[src/rtl/track_ctrl_pkg.sv]
// ---------------------------------------------------------------------------
// track_ctrl_pkg
// Shared types and constants for the tracking mode controller.
//   mode_state_e       : state encoding of the auto/manual mode sequencer
//   MODE_AUTO/MANUAL   : value carried on the 'mode' output (RGB select)
//   KEY_*_DEFAULT      : PS/2 scan codes that request each mode
//   isSettleState()    : true for the two post-switch settle states
// ---------------------------------------------------------------------------
package track_ctrl_pkg;

  typedef enum logic [2:0] {
    ST_AUTO        = 3'd0,
    ST_PEND_MAN    = 3'd1,
    ST_SETTLE_MAN  = 3'd2,
    ST_MANUAL      = 3'd3,
    ST_PEND_AUTO   = 3'd4,
    ST_SETTLE_AUTO = 3'd5
  } mode_state_e;

  localparam logic MODE_AUTO   = 1'b0;
  localparam logic MODE_MANUAL = 1'b1;

  localparam logic [7:0] KEY_AUTO_DEFAULT   = 8'h1C;
  localparam logic [7:0] KEY_MANUAL_DEFAULT = 8'h3A;

  // Both settle states blank detect/shoot/target_off, so the outputs only
  // need to know whether the sequencer is in either of them.
  function automatic logic isSettleState(input mode_state_e s);
    return (s == ST_SETTLE_MAN) || (s == ST_SETTLE_AUTO);
  endfunction

endpackage

[src/rtl/shoot_limiter.sv]
// ---------------------------------------------------------------------------
// shoot_limiter
// Turns a level shoot request into a rate-limited, fixed-length pulse.
//   clk         : system clock
//   reset       : asynchronous, active-low
//   shootLvl_i  : shoot request level from the selected tracker
//   enable_i    : requests are ignored while low (settle window)
//   shoot_o     : SHOOT_HOLD-cycle pulse, starting the cycle after acceptance
// A rising edge is accepted only once the cooldown counter has drained to 0;
// edges arriving earlier are dropped, never queued.
// ---------------------------------------------------------------------------
module shoot_limiter
  import track_ctrl_pkg::*;
#(
  parameter int SHOOT_HOLD = 1024,
  parameter int COOLDOWN   = 2_500_000
) (
  input  logic clk,
  input  logic reset,
  input  logic shootLvl_i,
  input  logic enable_i,
  output logic shoot_o
);

  localparam int HoldW = $clog2(SHOOT_HOLD + 1);
  localparam int CoolW = $clog2(COOLDOWN + 1);

  localparam logic [HoldW-1:0] HoldLoad = HoldW'(SHOOT_HOLD - 1);
  localparam logic [CoolW-1:0] CoolLoad = CoolW'(COOLDOWN - 1);

  logic             shootPrev_q;
  logic             shoot_q;
  logic [HoldW-1:0] holdCnt_q;
  logic [CoolW-1:0] coolCnt_q;
  logic             request;
  logic             accept;

  // A request is a fresh rising edge of the level while enabled; it only
  // becomes a shot if the previous shot's cooldown has fully expired.
  assign request = shootLvl_i & ~shootPrev_q & enable_i;
  assign accept  = request & (coolCnt_q == '0);
  assign shoot_o = shoot_q;

  // Previous-level flop for edge detection. It tracks the level even while
  // disabled so that a level held high through the settle window does not
  // look like a new edge when the window closes.
  always_ff @(posedge clk or negedge reset) begin
    if (!reset) begin
      shootPrev_q <= 1'b0;
    end else begin
      shootPrev_q <= shootLvl_i;
    end
  end

  // Cooldown counter: loaded on acceptance, then counts down and sticks at
  // zero. Zero means "ready", which is also the reset value.
  always_ff @(posedge clk or negedge reset) begin
    if (!reset) begin
      coolCnt_q <= '0;
    end else if (accept) begin
      coolCnt_q <= CoolLoad;
    end else if (coolCnt_q != '0) begin
      coolCnt_q <= coolCnt_q - CoolW'(1);
    end
  end

  // Pulse stretcher: the output rises the cycle after acceptance and the
  // hold counter counts the remaining high cycles, so the pulse drops after
  // the cycle in which the counter is already zero.
  always_ff @(posedge clk or negedge reset) begin
    if (!reset) begin
      shoot_q   <= 1'b0;
      holdCnt_q <= '0;
    end else if (accept) begin
      shoot_q   <= 1'b1;
      holdCnt_q <= HoldLoad;
    end else if (shoot_q) begin
      if (holdCnt_q == '0) begin
        shoot_q <= 1'b0;
      end else begin
        holdCnt_q <= holdCnt_q - HoldW'(1);
      end
    end
  end

endmodule

[src/rtl/track_mode_ctrl.sv]
// ---------------------------------------------------------------------------
// track_mode_ctrl
// Selects between the auto (single-target) and manual (multi-target)
// tracking datapaths and owns every mode-dependent output.
//   clk, reset          : system clock, asynchronous active-low reset
//   v_sync              : VGA vertical sync, active-low pulse
//   key_data/key_valid  : PS/2 scan code and its one-cycle strobe
//   x_auto/y_auto, det_auto, shoot_auto, toff_auto : auto tracker inputs
//   x_man/y_man, det_man, shoot_man, toff_man      : manual mixer inputs
//   mode                : 0 = auto, 1 = manual (RGB select)
//   x_coor/y_coor       : frame-latched coordinates for the SPI slave
//   red_detect          : frame-latched detect
//   shoot_out           : rate-limited, stretched shoot pulse
//   target_off          : registered target_off of the selected source
//   settling            : high during the post-switch settle window
// Mode requests wait for a frame boundary before taking effect, then hold
// detect/shoot/target_off low for SETTLE_FRAMES frames.
// ---------------------------------------------------------------------------
module track_mode_ctrl
  import track_ctrl_pkg::*;
#(
  parameter logic [7:0] KEY_AUTO      = KEY_AUTO_DEFAULT,
  parameter logic [7:0] KEY_MANUAL    = KEY_MANUAL_DEFAULT,
  parameter int         SETTLE_FRAMES = 2,
  parameter int         SHOOT_HOLD    = 1024,
  parameter int         COOLDOWN      = 2_500_000
) (
  input  logic       clk,
  input  logic       reset,
  input  logic       v_sync,
  input  logic [7:0] key_data,
  input  logic       key_valid,
  input  logic [9:0] x_auto,
  input  logic [9:0] y_auto,
  input  logic       det_auto,
  input  logic       shoot_auto,
  input  logic       toff_auto,
  input  logic [9:0] x_man,
  input  logic [9:0] y_man,
  input  logic       det_man,
  input  logic       shoot_man,
  input  logic       toff_man,
  output logic       mode,
  output logic [9:0] x_coor,
  output logic [9:0] y_coor,
  output logic       red_detect,
  output logic       shoot_out,
  output logic       target_off,
  output logic       settling
);

  localparam int FrameW = $clog2(SETTLE_FRAMES + 1);
  localparam logic [FrameW-1:0] FrameLoad = FrameW'(SETTLE_FRAMES);

  logic              vSync1_q;
  logic              vSync2_q;
  logic              vSync3_q;
  logic              fb;

  mode_state_e       state_q;
  mode_state_e       state_d;
  logic              mode_q;
  logic              mode_d;
  logic [FrameW-1:0] frameCnt_q;
  logic [FrameW-1:0] frameCnt_d;
  logic              settling_q;
  logic              settling_d;

  logic [9:0]        xCoor_q;
  logic [9:0]        yCoor_q;
  logic              redDetect_q;
  logic              targetOff_q;

  logic              keyAuto;
  logic              keyManual;
  logic              shootSel;
  logic              shootPulse;

  assign keyAuto   = key_valid && (key_data == KEY_AUTO);
  assign keyManual = key_valid && (key_data == KEY_MANUAL);

  // Frame boundary = falling edge of the synchronised v_sync. The flops
  // reset high (the idle level of v_sync) so leaving reset never fakes an
  // edge.
  always_ff @(posedge clk or negedge reset) begin
    if (!reset) begin
      vSync1_q <= 1'b1;
      vSync2_q <= 1'b1;
      vSync3_q <= 1'b1;
    end else begin
      vSync1_q <= v_sync;
      vSync2_q <= vSync1_q;
      vSync3_q <= vSync2_q;
    end
  end

  assign fb = vSync3_q & ~vSync2_q;

  // Next-state logic for the mode sequencer. Keys are looked at before the
  // frame boundary, so a pending request can be cancelled even in the very
  // cycle its boundary arrives, and a request made on a boundary cycle waits
  // for the following boundary. Keys are not examined at all while settling.
  always_comb begin
    state_d    = state_q;
    mode_d     = mode_q;
    frameCnt_d = frameCnt_q;
    case (state_q)
      ST_AUTO: begin
        if (keyManual) begin
          state_d = ST_PEND_MAN;
        end
      end
      ST_PEND_MAN: begin
        if (keyAuto) begin
          state_d = ST_AUTO;
        end else if (fb) begin
          state_d    = ST_SETTLE_MAN;
          mode_d     = MODE_MANUAL;
          frameCnt_d = FrameLoad;
        end
      end
      ST_SETTLE_MAN: begin
        if (fb) begin
          if (frameCnt_q <= FrameW'(1)) begin
            state_d    = ST_MANUAL;
            frameCnt_d = '0;
          end else begin
            frameCnt_d = frameCnt_q - FrameW'(1);
          end
        end
      end
      ST_MANUAL: begin
        if (keyAuto) begin
          state_d = ST_PEND_AUTO;
        end
      end
      ST_PEND_AUTO: begin
        if (keyManual) begin
          state_d = ST_MANUAL;
        end else if (fb) begin
          state_d    = ST_SETTLE_AUTO;
          mode_d     = MODE_AUTO;
          frameCnt_d = FrameLoad;
        end
      end
      ST_SETTLE_AUTO: begin
        if (fb) begin
          if (frameCnt_q <= FrameW'(1)) begin
            state_d    = ST_AUTO;
            frameCnt_d = '0;
          end else begin
            frameCnt_d = frameCnt_q - FrameW'(1);
          end
        end
      end
      default: begin
        state_d    = ST_AUTO;
        mode_d     = MODE_AUTO;
        frameCnt_d = '0;
      end
    endcase
    settling_d = isSettleState(state_d);
  end

  // Sequencer state plus its registered outputs (mode, settling), all
  // updated together so mode and settling never disagree for a cycle.
  always_ff @(posedge clk or negedge reset) begin
    if (!reset) begin
      state_q    <= ST_AUTO;
      mode_q     <= MODE_AUTO;
      frameCnt_q <= '0;
      settling_q <= 1'b0;
    end else begin
      state_q    <= state_d;
      mode_q     <= mode_d;
      frameCnt_q <= frameCnt_d;
      settling_q <= settling_d;
    end
  end

  // Coordinates and detect are captured once per frame from the source the
  // mode is switching to (the next-state value), so SPI always sees a set
  // taken from one tracker at one instant. Detect is blanked if the frame
  // that is starting is a settle frame.
  always_ff @(posedge clk or negedge reset) begin
    if (!reset) begin
      xCoor_q     <= '0;
      yCoor_q     <= '0;
      redDetect_q <= 1'b0;
    end else if (fb) begin
      if (mode_d == MODE_MANUAL) begin
        xCoor_q     <= x_man;
        yCoor_q     <= y_man;
        redDetect_q <= det_man & ~settling_d;
      end else begin
        xCoor_q     <= x_auto;
        yCoor_q     <= y_auto;
        redDetect_q <= det_auto & ~settling_d;
      end
    end
  end

  // target_off follows the selected tracker every cycle, but is held low
  // while the newly selected tracker is still settling.
  always_ff @(posedge clk or negedge reset) begin
    if (!reset) begin
      targetOff_q <= 1'b0;
    end else if (settling_d) begin
      targetOff_q <= 1'b0;
    end else if (mode_d == MODE_MANUAL) begin
      targetOff_q <= toff_man;
    end else begin
      targetOff_q <= toff_auto;
    end
  end

  // Shoot source follows the registered mode; the limiter's state is not
  // touched by mode changes, so a pulse or cooldown in progress carries over.
  assign shootSel = (mode_q == MODE_MANUAL) ? shoot_man : shoot_auto;

  shoot_limiter #(
    .SHOOT_HOLD(SHOOT_HOLD),
    .COOLDOWN  (COOLDOWN)
  ) u_shoot_limiter (
    .clk       (clk),
    .reset     (reset),
    .shootLvl_i(shootSel),
    .enable_i  (~settling_q),
    .shoot_o   (shootPulse)
  );

  assign mode       = mode_q;
  assign x_coor     = xCoor_q;
  assign y_coor     = yCoor_q;
  assign red_detect = redDetect_q;
  assign shoot_out  = shootPulse;
  assign target_off = targetOff_q;
  assign settling   = settling_q;

endmodule

[config.mk]
export PLATFORM = sky130hd
export DESIGN_NAME = track_mode_ctrl
export DESIGN_NICKNAME = d
export VERILOG_FILES = /design/src/rtl/track_ctrl_pkg.sv /design/src/rtl/shoot_limiter.sv /design/src/rtl/track_mode_ctrl.sv
export SDC_FILE = /design/constraint.sdc
export NUM_CORES = 1
export LEC_CHECK = 0
export ABC_AREA = 1
export CAP_MARGIN = 10
export CORE_ASPECT_RATIO = 2
export CORE_MARGIN = 2
export CORE_UTILIZATION = 54
export CTS_CLUSTER_DIAMETER = 100
export DETAILED_ROUTE_END_ITERATION = 8
export GPL_ROUTABILITY_DRIVEN = 1
export PLACE_DENSITY_LB_ADDON = 0.1
export SKIP_CTS_REPAIR_TIMING = 1
export SYNTH_ARGS = -nofsm -noshare
export SYNTH_HDL_FRONTEND = slang
export SYNTH_SLANG_ARGS = --single-unit
[constraint.sdc]
create_clock -name clk -period 5.2 [get_ports clk]
set_input_delay 0.52 -clock clk [delete_from_list [all_inputs] [get_ports clk]]
set_output_delay 0.52 -clock clk [all_outputs]
set_load 0.05 [all_outputs]
Word level (Yosys, flattened, before mapping) --
Cells that the tools add are included.
Storage, ports and cells: latch bits 0, bits in writable memories 0, bits in registers 67, bits in read-only memories 0, memories kept 0
Operators by class: $mul 0, equality and inequality tests 13, mux-type cells 36, bitwise gates (word level) 11, div/mod/pow operators 0, shifts and indexed selects 0, add/sub/neg operators 3, reduce and logical (&&, ||, !) cells 14, magnitude comparators 1
Operators by type and width (number):
- two-way mux 22 bit | 2
- two-way mux 11 bit | 3
- two-way mux 3 bit | 10
- logical NOT 22 bit | 1
- nonzero test 22 bit | 1
- subtractor 22 x 1 -> 22 bit (second input constant) | 1
- two-way mux 10 bit | 2
- case mux 3 bit (6 select lines) | 1
- logical NOT 11 bit | 1
- two-way mux 1 bit | 11
- subtractor 11 x 1 -> 11 bit (second input constant) | 1
- two-way mux 2 bit | 5
- == test 3 x 2 -> 1 bit (second input constant) | 3
- == test 3 bit (second input constant) | 3
- == test 8 x 5 -> 1 bit (second input constant) | 1
- == test 8 x 6 -> 1 bit (second input constant) | 1
- case mux 2 bit (4 select lines) | 1
- AND 1 bit | 6
- inverter 1 bit | 5
- inequality test 2 x 1 -> 1 bit (second input constant) | 2
- inequality test 2 bit (second input constant) | 2
- AND reduction 4 bit | 1
- nonzero test 2 bit | 2
- OR reduction 2 bit | 2
- other kinds (9) | 10

Depth between registers and ports, before layout --
Gate-level depths: netlist of the first run.
depth in word-level cells 10, depth in mapped cells 12, mapped depth without buffers 12

By module --
From an unflattened synthesis of the first run, not the netlist that was laid out.
Unflattened totals: cell total of the unflattened synthesis 518, area total of the unflattened synthesis 3885.0 µm²
By module, submodules not included:
- shoot_limiter | cells each 291, area each 2163.3 µm², times used 1
- track_mode_ctrl | cells each 227, area each 1721.7 µm², times used 1

Least setup slack after synthesis of the first run --
Ideal clock, no wire load.
kind register -> register, start point register u_shoot_limiter.holdCnt_q[0], end point register u_shoot_limiter.holdCnt_q[4], cell stages (with the launch flop) 13, data arrival time 1507 ps, clock period less this slack 1634 ps, path buffers 0, slack 3566 ps, library setup time 127 ps, cells stage by stage dfrtp_1 inv_1 ha_1 inv_1 nor2_1 nand3_1 nor2_1 nand2_1 nand2_2 inv_1 nand2_1 nor3_1 nand3b_1
On the way: longest elaborated chain between the ends 4
Ends and longest elaborated chain:
- start: declaration | RTL line shoot_limiter.sv:33 | logic [HoldW-1:0] holdCnt_q;
- start signal: assignment | RTL line shoot_limiter.sv:76 | holdCnt_q <= HoldLoad;
- start signal: assignment | RTL line shoot_limiter.sv:81 | holdCnt_q <= holdCnt_q - HoldW'(1);
- subtractor 11 x 1 -> 11 bit | RTL line shoot_limiter.sv:81
- two-way mux 11 bit | RTL line shoot_limiter.sv:78 | if (holdCnt_q == '0) begin
- two-way mux 11 bit | RTL line shoot_limiter.sv:77 | end else if (shoot_q) begin
- two-way mux 11 bit | RTL line shoot_limiter.sv:74 | end else if (accept) begin
Several ways; a longest one is shown, not always the timed one. The select of a mux whose other input is x is not followed. A chain may end at the register's enable or synchronous reset.

Worst setup path in the final report of the first run --
start point register vSync2_q, end point register redDetect_q, in the netlist red_detect
On the way: longest elaborated chain between the ends 10
Ends and longest elaborated chain:
- start: declaration | RTL line track_mode_ctrl.sv:56 | logic vSync2_q;
- start signal: assignment | RTL line track_mode_ctrl.sv:92 | vSync2_q <= vSync1_q;
- inverter 1 bit (*) | RTL line track_mode_ctrl.sv:97 | assign fb = vSync3_q & ~vSync2_q;
- AND 1 bit (*) | RTL line track_mode_ctrl.sv:97
- two-way mux 3 bit, on equally long branches | RTL line track_mode_ctrl.sv:140, track_mode_ctrl.sv:116
- two-way mux 3 bit, on equally long branches | RTL line track_mode_ctrl.sv:138, track_mode_ctrl.sv:114
- case mux 3 bit (6 select lines) | RTL line track_mode_ctrl.sv:107 | case (state_q)
- == test 3 x 2 -> 1 bit / == test 3 bit (equally long branches) | RTL line track_ctrl_pkg.sv:29 | return (s == ST_SETTLE_MAN) || (s == ST_SETTLE_AUTO);
- logical OR 1 bit | RTL line track_ctrl_pkg.sv:29
- inverter 1 bit | RTL line track_mode_ctrl.sv:194, track_mode_ctrl.sv:198
- AND 1 bit, on equally long branches | RTL line track_mode_ctrl.sv:198, track_mode_ctrl.sv:194
- two-way mux 1 bit | RTL line track_mode_ctrl.sv:191 | if (mode_d == MODE_MANUAL) begin
- end signal: assignment | RTL line track_mode_ctrl.sv:194 | redDetect_q <= det_man & ~settling_d;
- end signal: assignment | RTL line track_mode_ctrl.sv:198 | redDetect_q <= det_auto & ~settling_d;
- end: declaration | RTL line track_mode_ctrl.sv:71 | logic redDetect_q;
Mark *: on every way between the ends. The rest lies on a longest branch, timed or not.

==> results of run 1 <==
[cells in the final DEF, fill, tap and decap left out, drive strengths merged]
cell           count
inv               50
nand3             30
o21a               1
dfrtp             64
or2                3
buf                2
clkinvlp           1
nor3              14
clkdlybuf4s50     81
nor2              80
nor4               1
clkbuf             9
xor2               9
a311oi             1
o211ai             1
bufinv             2
dfstp              3
a21oi             14
a211oi             1
ha                 2
nand3b             3
a31oi              1
nand4              6
o21ai             53
xnor2              7
and3               2
clkinv             3
nand2            108
[worst max-delay path: cells and delay by family, from the launching register on]
family | cells | cell delay (ns)
AO/OA/AOI/OAI | 1 | 0.32
buffers and inverters | 3 | 0.53
flip-flops | 1 | 0.53
AND/OR/NAND/NOR | 7 | 1.09
[cell type report]
type | instances | area [sq um]
inverter | 49 | 191.4
timing repair buffer | 83 | 823.3
multi-input combinational | 337 | 1672
fill | 526 | 1775
tap | 88 | 110.1
clock buffer | 9 | 225.2
sequential | 67 | 1680
clock inverter | 7 | 91.34
[stage by stage]
step,utilization,instance area [sq um],setup slack (ns),cells
2_1_floorplan,-,3635,3.566,463
3_3_place_gp,0.6815,4477,2.744,624
3_5_place_dp,0.6815,4477,2.631,624
4_1_cts,0.7297,4793,2.597,640
5_1_grt,0.7297,4793,2.363,640
6_report,0.7297,4793,2.604,640
[kinds of logic after synthesis]
family | count (synthesis)
buffers and inverters | 59
and+or+nand+nor | 247
AOI/OAI and AO/OA | 72
DFF | 67
adders and majority gates | 2
xor gates and xnor gates | 16
[report_power, final]
group	total, uW	internal, uW	switching (uW)
registers	853	703	150
logic	1030	358	675
clock network	646	418	228
total	2530	1480	1050
[registers in the layout (all words and copies together), names as in the netlist]
register,flops
u_shoot_limiter.shoot_o,1
y_coor,10
vSync1_q,1
frameCnt_q,2
settling,1
mode,1
u_shoot_limiter.coolCnt_q,22
red_detect,1
vSync2_q,1
u_shoot_limiter.shootPrev_q,1
state_q,3
x_coor,10
vSync3_q,1
u_shoot_limiter.holdCnt_q,11
target_off,1
[worst min-delay path by stage]
stage | start | end | depth (start not counted)
detailed placement | vSync1_q | vSync2_q | 0
floorplan | reset | frameCnt_q[0] | 0
global route | vSync1_q | vSync2_q | 0
global placement | vSync1_q | vSync2_q | 0
finish | vSync1_q | vSync2_q | 0
CTS | vSync1_q | vSync2_q | 0
[layer usage]
metal | wire, um | share of wire
met2 | 5353 | 0.57
met5 | 0 | 0
met1 | 3385 | 0.36
met3 | 306 | 0.033
met4 | 283 | 0.030
==> summary.txt, run 1 <==
STA
  • Pin slew with the least headroom to its limit: 0.8423 ns
  • F_max: 385.2 MHz
  • Min Hold Slack: 0.3586 ns
  • Setup TNS: 0 ns
  • Final Max Slew Viols: 0
  • Clk_skew: 0.007704 ns
  • Slew margin rel.: 0.4371
  • Fin crit period: 2.596 ns
  • Final Hold Vio Count: 0
  • RSZ-0062 raised after global routing: no
  • Endpoints failing setup: 0
  • Period Utilization, post-route: 0.4992

Worst setup path
  • Worst Setup EP: red_detect
  • Critical path origin: vSync2_q
  • Largest stage delay on the critical path: 0.61 ns
  • Crit path capture type: flop
  • Slowest CP cell: nand2_1
  • Worst Path Required: 5.42 ns
  • Critical Path AT: 2.81 ns
  • CP Class: flop to flop
  • FF-to-FF path depth: 11
  • R2r setup slk: 2.60 ns
  • Worst Path Max Fanout: 28
  • Startpoint types: flop
  • Reg-to-reg startpoint: vSync2_q
  • Reg-to-Reg End: red_detect
  • CP Cell Sequence: inv_1, nand2_1, inv_2, a21oi_1, inv_1, nand2_1, nor2_1, nor2_1, nor2_1, nand3_1, nand2_1

Yosys
  • Syn Nets: 523
  • Synth Area in XOR/XNOR: 0.03855
  • Most instantiated cells after synthesis: nand2_1, nor2_1, dfrtp_1
  • Largest family of logic cells by synthesized area: simple AND/OR/NAND/NOR gates
  • Area share of the largest cell type after synthesis: 0.4406
  • Post-Syn Area per Cell: 7.850 sq um
  • Most used DFF post-synth: dfrtp_1
  • Compound-gate portion of the synthesized area: 0.1036
  • Cell variety after synth: 39
  • Count leader, synth: nand2_1
  • Simple-Gate Fraction of Synth Area: 0.3108
  • Sequential cell area fraction in the yosys report: 0.4623
  • Cells after Synth: 463
  • Post-Syn Area: 3635 sq um
  • Post-synth EDFFs: 0
  • Post-synth ARST share: 1.000
  • Synth Area in Adders: 0.006885
  • Yosys reg bits: 67
  • Largest cells by area after synthesis: dfrtp_1, nand2_1, nor2_1, o21ai_1, inv_1
  • Post-synthesis mux area share: 0
  • Area leader, netlist: dfrtp_1
  • Yosys warnings: 0

Clocking
  • Clock Latency Late Sink: 0.33 ns
  • # H-tree levels: 3
  • CTS tree: yes
  • Clock sink count: 67
  • Clk root buf: clkbuf_16
  • Clock Path Buffers: 2
  • Cts bufs inserted: 9
  • Clk pin slew, worst setup/hold paths: 0.06 ns

Detailed routing
  • Iter 0 DRT Violations: 285
  • Routed Antenna Nets: 0
  • Total number of vias: 3327
  • Number of remaining DRC errors: 0
  • Initial DRT Pass Iterations: 6
  • Final wirelength: 9.328 mm
  • Wire per inst: 14.58 um
  • DR vias/cell: 5.198

Outcome
  • Run status: finished, final reports clean

Global routing
  • Met1 usage: 0.3016
  • GR peak layer: met2
  • Largest net degree at the start of global routing: 68
  • Global route total overflow: 0
  • Initial antenna violation count: 0
  • Grt met3 use: 0.06142
  • Vias in the first global route: 3357
  • First-pass GRT wire length: 15.23 mm
  • Global-route usage over all layers: 0.2793
  • Met2 Usage GRT: 0.4902

Placement
  • HPWL Detailed: 6.862 mm
  • I/O Buffers: 82
  • RD Place Congestion: 0.9688

Floorplanning
  • Cell Rows: 42
  • Io pins: 83
  • Die width: 62.01 um
  • Starting Density: 0.5533
  • DIE HEIGHT: 120.0 um
  • Die area: 7443 sq um
  • Core Area: 6569 sq um

Power
  • LEAKAGE: 0.002184 uW
  • Peak VDD IR: 0.4147 mV
  • Power Density: 528.1 nW/um^2
  • Overall power: 2531 uW

Final layout
  • Layout cell share with drive strength beyond 1: 0.08514
  • N_diodes: 0
  • Fin nets: 607
  • Area grow syn2layout: 31.88%

Flow run
  • Maximum capacitance violations: 0

Hold path
  • Hold crit path type: flop to flop
Note: power is estimated with default switching activity, not from simulation.
==> run 2: changes to the inputs <==
- CORE_UTILIZATION: 54 -> 46
- clock period: 5.2 -> 2.2 ns (I/O delays scaled with it)
==> summary.txt, run 2 (synthesis results as in run 1) <==
Outcome
  • Run status: finished, final reports clean (unchanged)

Detailed routing
  • Wire per inst: 14.12 um (was 14.58 um)
  • Final wirelength: 9.223 mm (was 9.328 mm)
  • Total number of vias: 3343 (was 3327)
  • DR vias/cell: 5.119 (was 5.198)
  • Routed Antenna Nets: 0 (unchanged)
  • Number of remaining DRC errors: 0 (unchanged)
  • Initial DRT Pass Iterations: 4 (was 6)
  • Iter 0 DRT Violations: 175 (was 285)

Global routing
  • Global route total overflow: 0 (unchanged)
  • Vias in the first global route: 3393 (was 3357)
  • First-pass GRT wire length: 14.91 mm (was 15.23 mm)
  • Global-route usage over all layers: 0.2292 (was 0.2793)
  • Largest net degree at the start of global routing: 68 (unchanged)
  • Initial antenna violation count: 0 (unchanged)

Placement
  • DP Area: 4542 sq um (was 4477 sq um)
  • I/O Buffers: 82 (unchanged)
  • RD Place Congestion: 0.8732 (was 0.9688)
  • HPWL Detailed: 6.957 mm (was 6.862 mm)
  • Cells after DPL: 636 (was 624)

Final layout
  • FF+latch area: 1680 sq um (unchanged)
  • N_diodes: 0 (unchanged)
  • Filler cells: 662 (was 526)
  • Top flop regs: u_shoot_limiter.coolCnt_q x22, u_shoot_limiter.holdCnt_q x11 (unchanged)
  • Non-filler instance count after layout: 653 (was 640)
  • Layout cell share with drive strength beyond 1: 0.09302 (was 0.08514)
  • Area grow syn2layout: 35.28% (was 31.88%)
  • Fin nets: 614 (was 607)
  • Design Area, Final: 4917 sq um (was 4793 sq um)
  • Most flops, register: u_shoot_limiter.coolCnt_q (unchanged)
  • Max reg flops: 22 (unchanged)
  • Most common cell after layout, fill and taps aside: nand2_1 (unchanged)
  • Core Util, Final: 0.6469 (was 0.7297)
  • Most frequent cells in the layout: nand2_1, clkdlybuf4s50_1, nor2_1, dfrtp_1, inv_1 (unchanged)
  • Multi-input logic area: 1672 sq um (unchanged)

Power
  • Power Density: 1271 nW/um^2 (was 528.1 nW/um^2)
  • LEAKAGE: 0.002241 uW (was 0.002184 uW)
  • Peak VDD IR: 0.8122 mV (was 0.4147 mV)

Worst setup path
  • Worst Path Max Fanout: 7 (was 28)
  • Critical Path AT: 2.23 ns (was 2.81 ns)
  • Largest stage delay on the critical path: 0.39 ns (was 0.61 ns)
  • CP Cell Sequence: inv_1, ha_1, nand3_1, inv_1, nand2_1, nor2_1, nand2_1, o21a_1, nand2_1 (was inv_1, nand2_1, inv_2, a21oi_1, inv_1, nand2_1, nor2_1, nor2_1, nor2_1, nand3_1, nand2_1)
  • Crit path capture type: flop (unchanged)
  • Startpoint types: flop (unchanged)
  • CP Class: flop to flop (unchanged)
  • Worst Path Required: 2.47 ns (was 5.42 ns)
  • Slowest CP cell: dfrtp_1 (was nand2_1)
  • Critical Path Most Common Cell: nand2_1

Clocking
  • Clock Latency Late Sink: 0.33 ns (about the same)
  • Clk pin slew, worst setup/hold paths: 0.06 ns (about the same)
  • Cts bufs inserted: 9 (unchanged)
  • Clock sink count: 67 (unchanged)
  • CTS tree: yes (unchanged)
  • Clk root buf: clkbuf_16 (unchanged)
  • # H-tree levels: 3 (unchanged)
  • Clock Path Buffers: 2 (unchanged)

Floorplanning
  • Die width: 66.86 um (was 62.01 um)
  • Starting Density: 0.4782 (was 0.5533)
  • Cell Rows: 45 (was 42)
  • Core Area: 7601 sq um (was 6569 sq um)
  • Die area: 8672 sq um (was 7443 sq um)
  • Io pins: 83 (unchanged)
  • DIE HEIGHT: 129.7 um (was 120.0 um)

STA
  • Final Max Slew Viols: 0 (unchanged)
  • F_max: 510.0 MHz (was 385.2 MHz)
  • Endpoints failing setup: 0 (unchanged)
  • Final Hold Vio Count: 0 (unchanged)
  • RSZ-0062 raised after global routing: no (unchanged)
  • Clk_skew: 0.006847 ns (was 0.007704 ns)
  • Slew margin rel.: 0.6327 (was 0.4371)
  • Pin slew with the least headroom to its limit: 0.5492 ns (was 0.8423 ns)
  • Fin crit period: 1.961 ns (was 2.596 ns)
  • Period Utilization, post-route: 0.8913 (was 0.4992)
  • Setup TNS: 0 ns (unchanged)

Flow run
  • Maximum capacitance violations: 0 (unchanged)

Hold path
  • Hold crit path type: primary input to flop (was flop to flop)
run 2: final timing paths:
check / start / endpoint / slack (ns) / cells past startpoint
hold / removal: v_sync / vSync1_q / 0.30 / 1
setup reg to reg: u_shoot_limiter.coolCnt_q[0] / u_shoot_limiter.holdCnt_q[6] / 0.24 / 9
hold reg to reg: vSync1_q / vSync2_q / 0.36 / 0
setup / recovery: u_shoot_limiter.coolCnt_q[0] / u_shoot_limiter.holdCnt_q[6] / 0.24 / 9
min in group asynchronous: reset / u_shoot_limiter.coolCnt_q[14] / 0.44 / 3
max in group asynchronous: reset / vSync1_q / 1.43 / 3
run 2: metrics by stage:
stage	hold WS, ns	setup slack (ns)	total power, uW
finish	0.3008	0.2391	6251
global route	0.2943	0.1018	6637
CTS	-0.08937	0.2841	6294
detailed placement	0.2706	0.2358	4489
global placement	0.2679	0.3025	4435
floorplan	-0.07559	0.5662	3772
run 2: layer usage:
metal  track usage  up-vias  part of all wire
met4        0.1321        0             0.050
met2        0.4212      103              0.55
li1              -     1680                 -
met3       0.05086       34             0.040
met1        0.2281     1526              0.36
met5             0        -                 0
run 2: layout make-up:
class,count,area share
clock buffers,10,0.04656
inverters,49,0.03893
well taps,94,0.02392
clock inverters,6,0.02774
repair buffers,90,0.1812
multi-input cells,337,0.3399
flip-flops and latches,67,0.3417
run 2: critical path, delay by kind of cell (launching register included):
family,cells,cell delay [ns]
adders and majority gates,1,0.26
and+or+nand+nor,5,0.82
buffers and inverters,2,0.25
DFF,1,0.39
AOI/OAI and AO/OA,1,0.16
run 2: power breakdown:
part | switching (uW) | internal (uW) | leakage (uW)
clock | 543 | 1230 | 0.000173
sequential | 358 | 1660 | 0.000812
combinational | 1590 | 876 | 0.00126
total | 2490 | 3760 | 0.00224
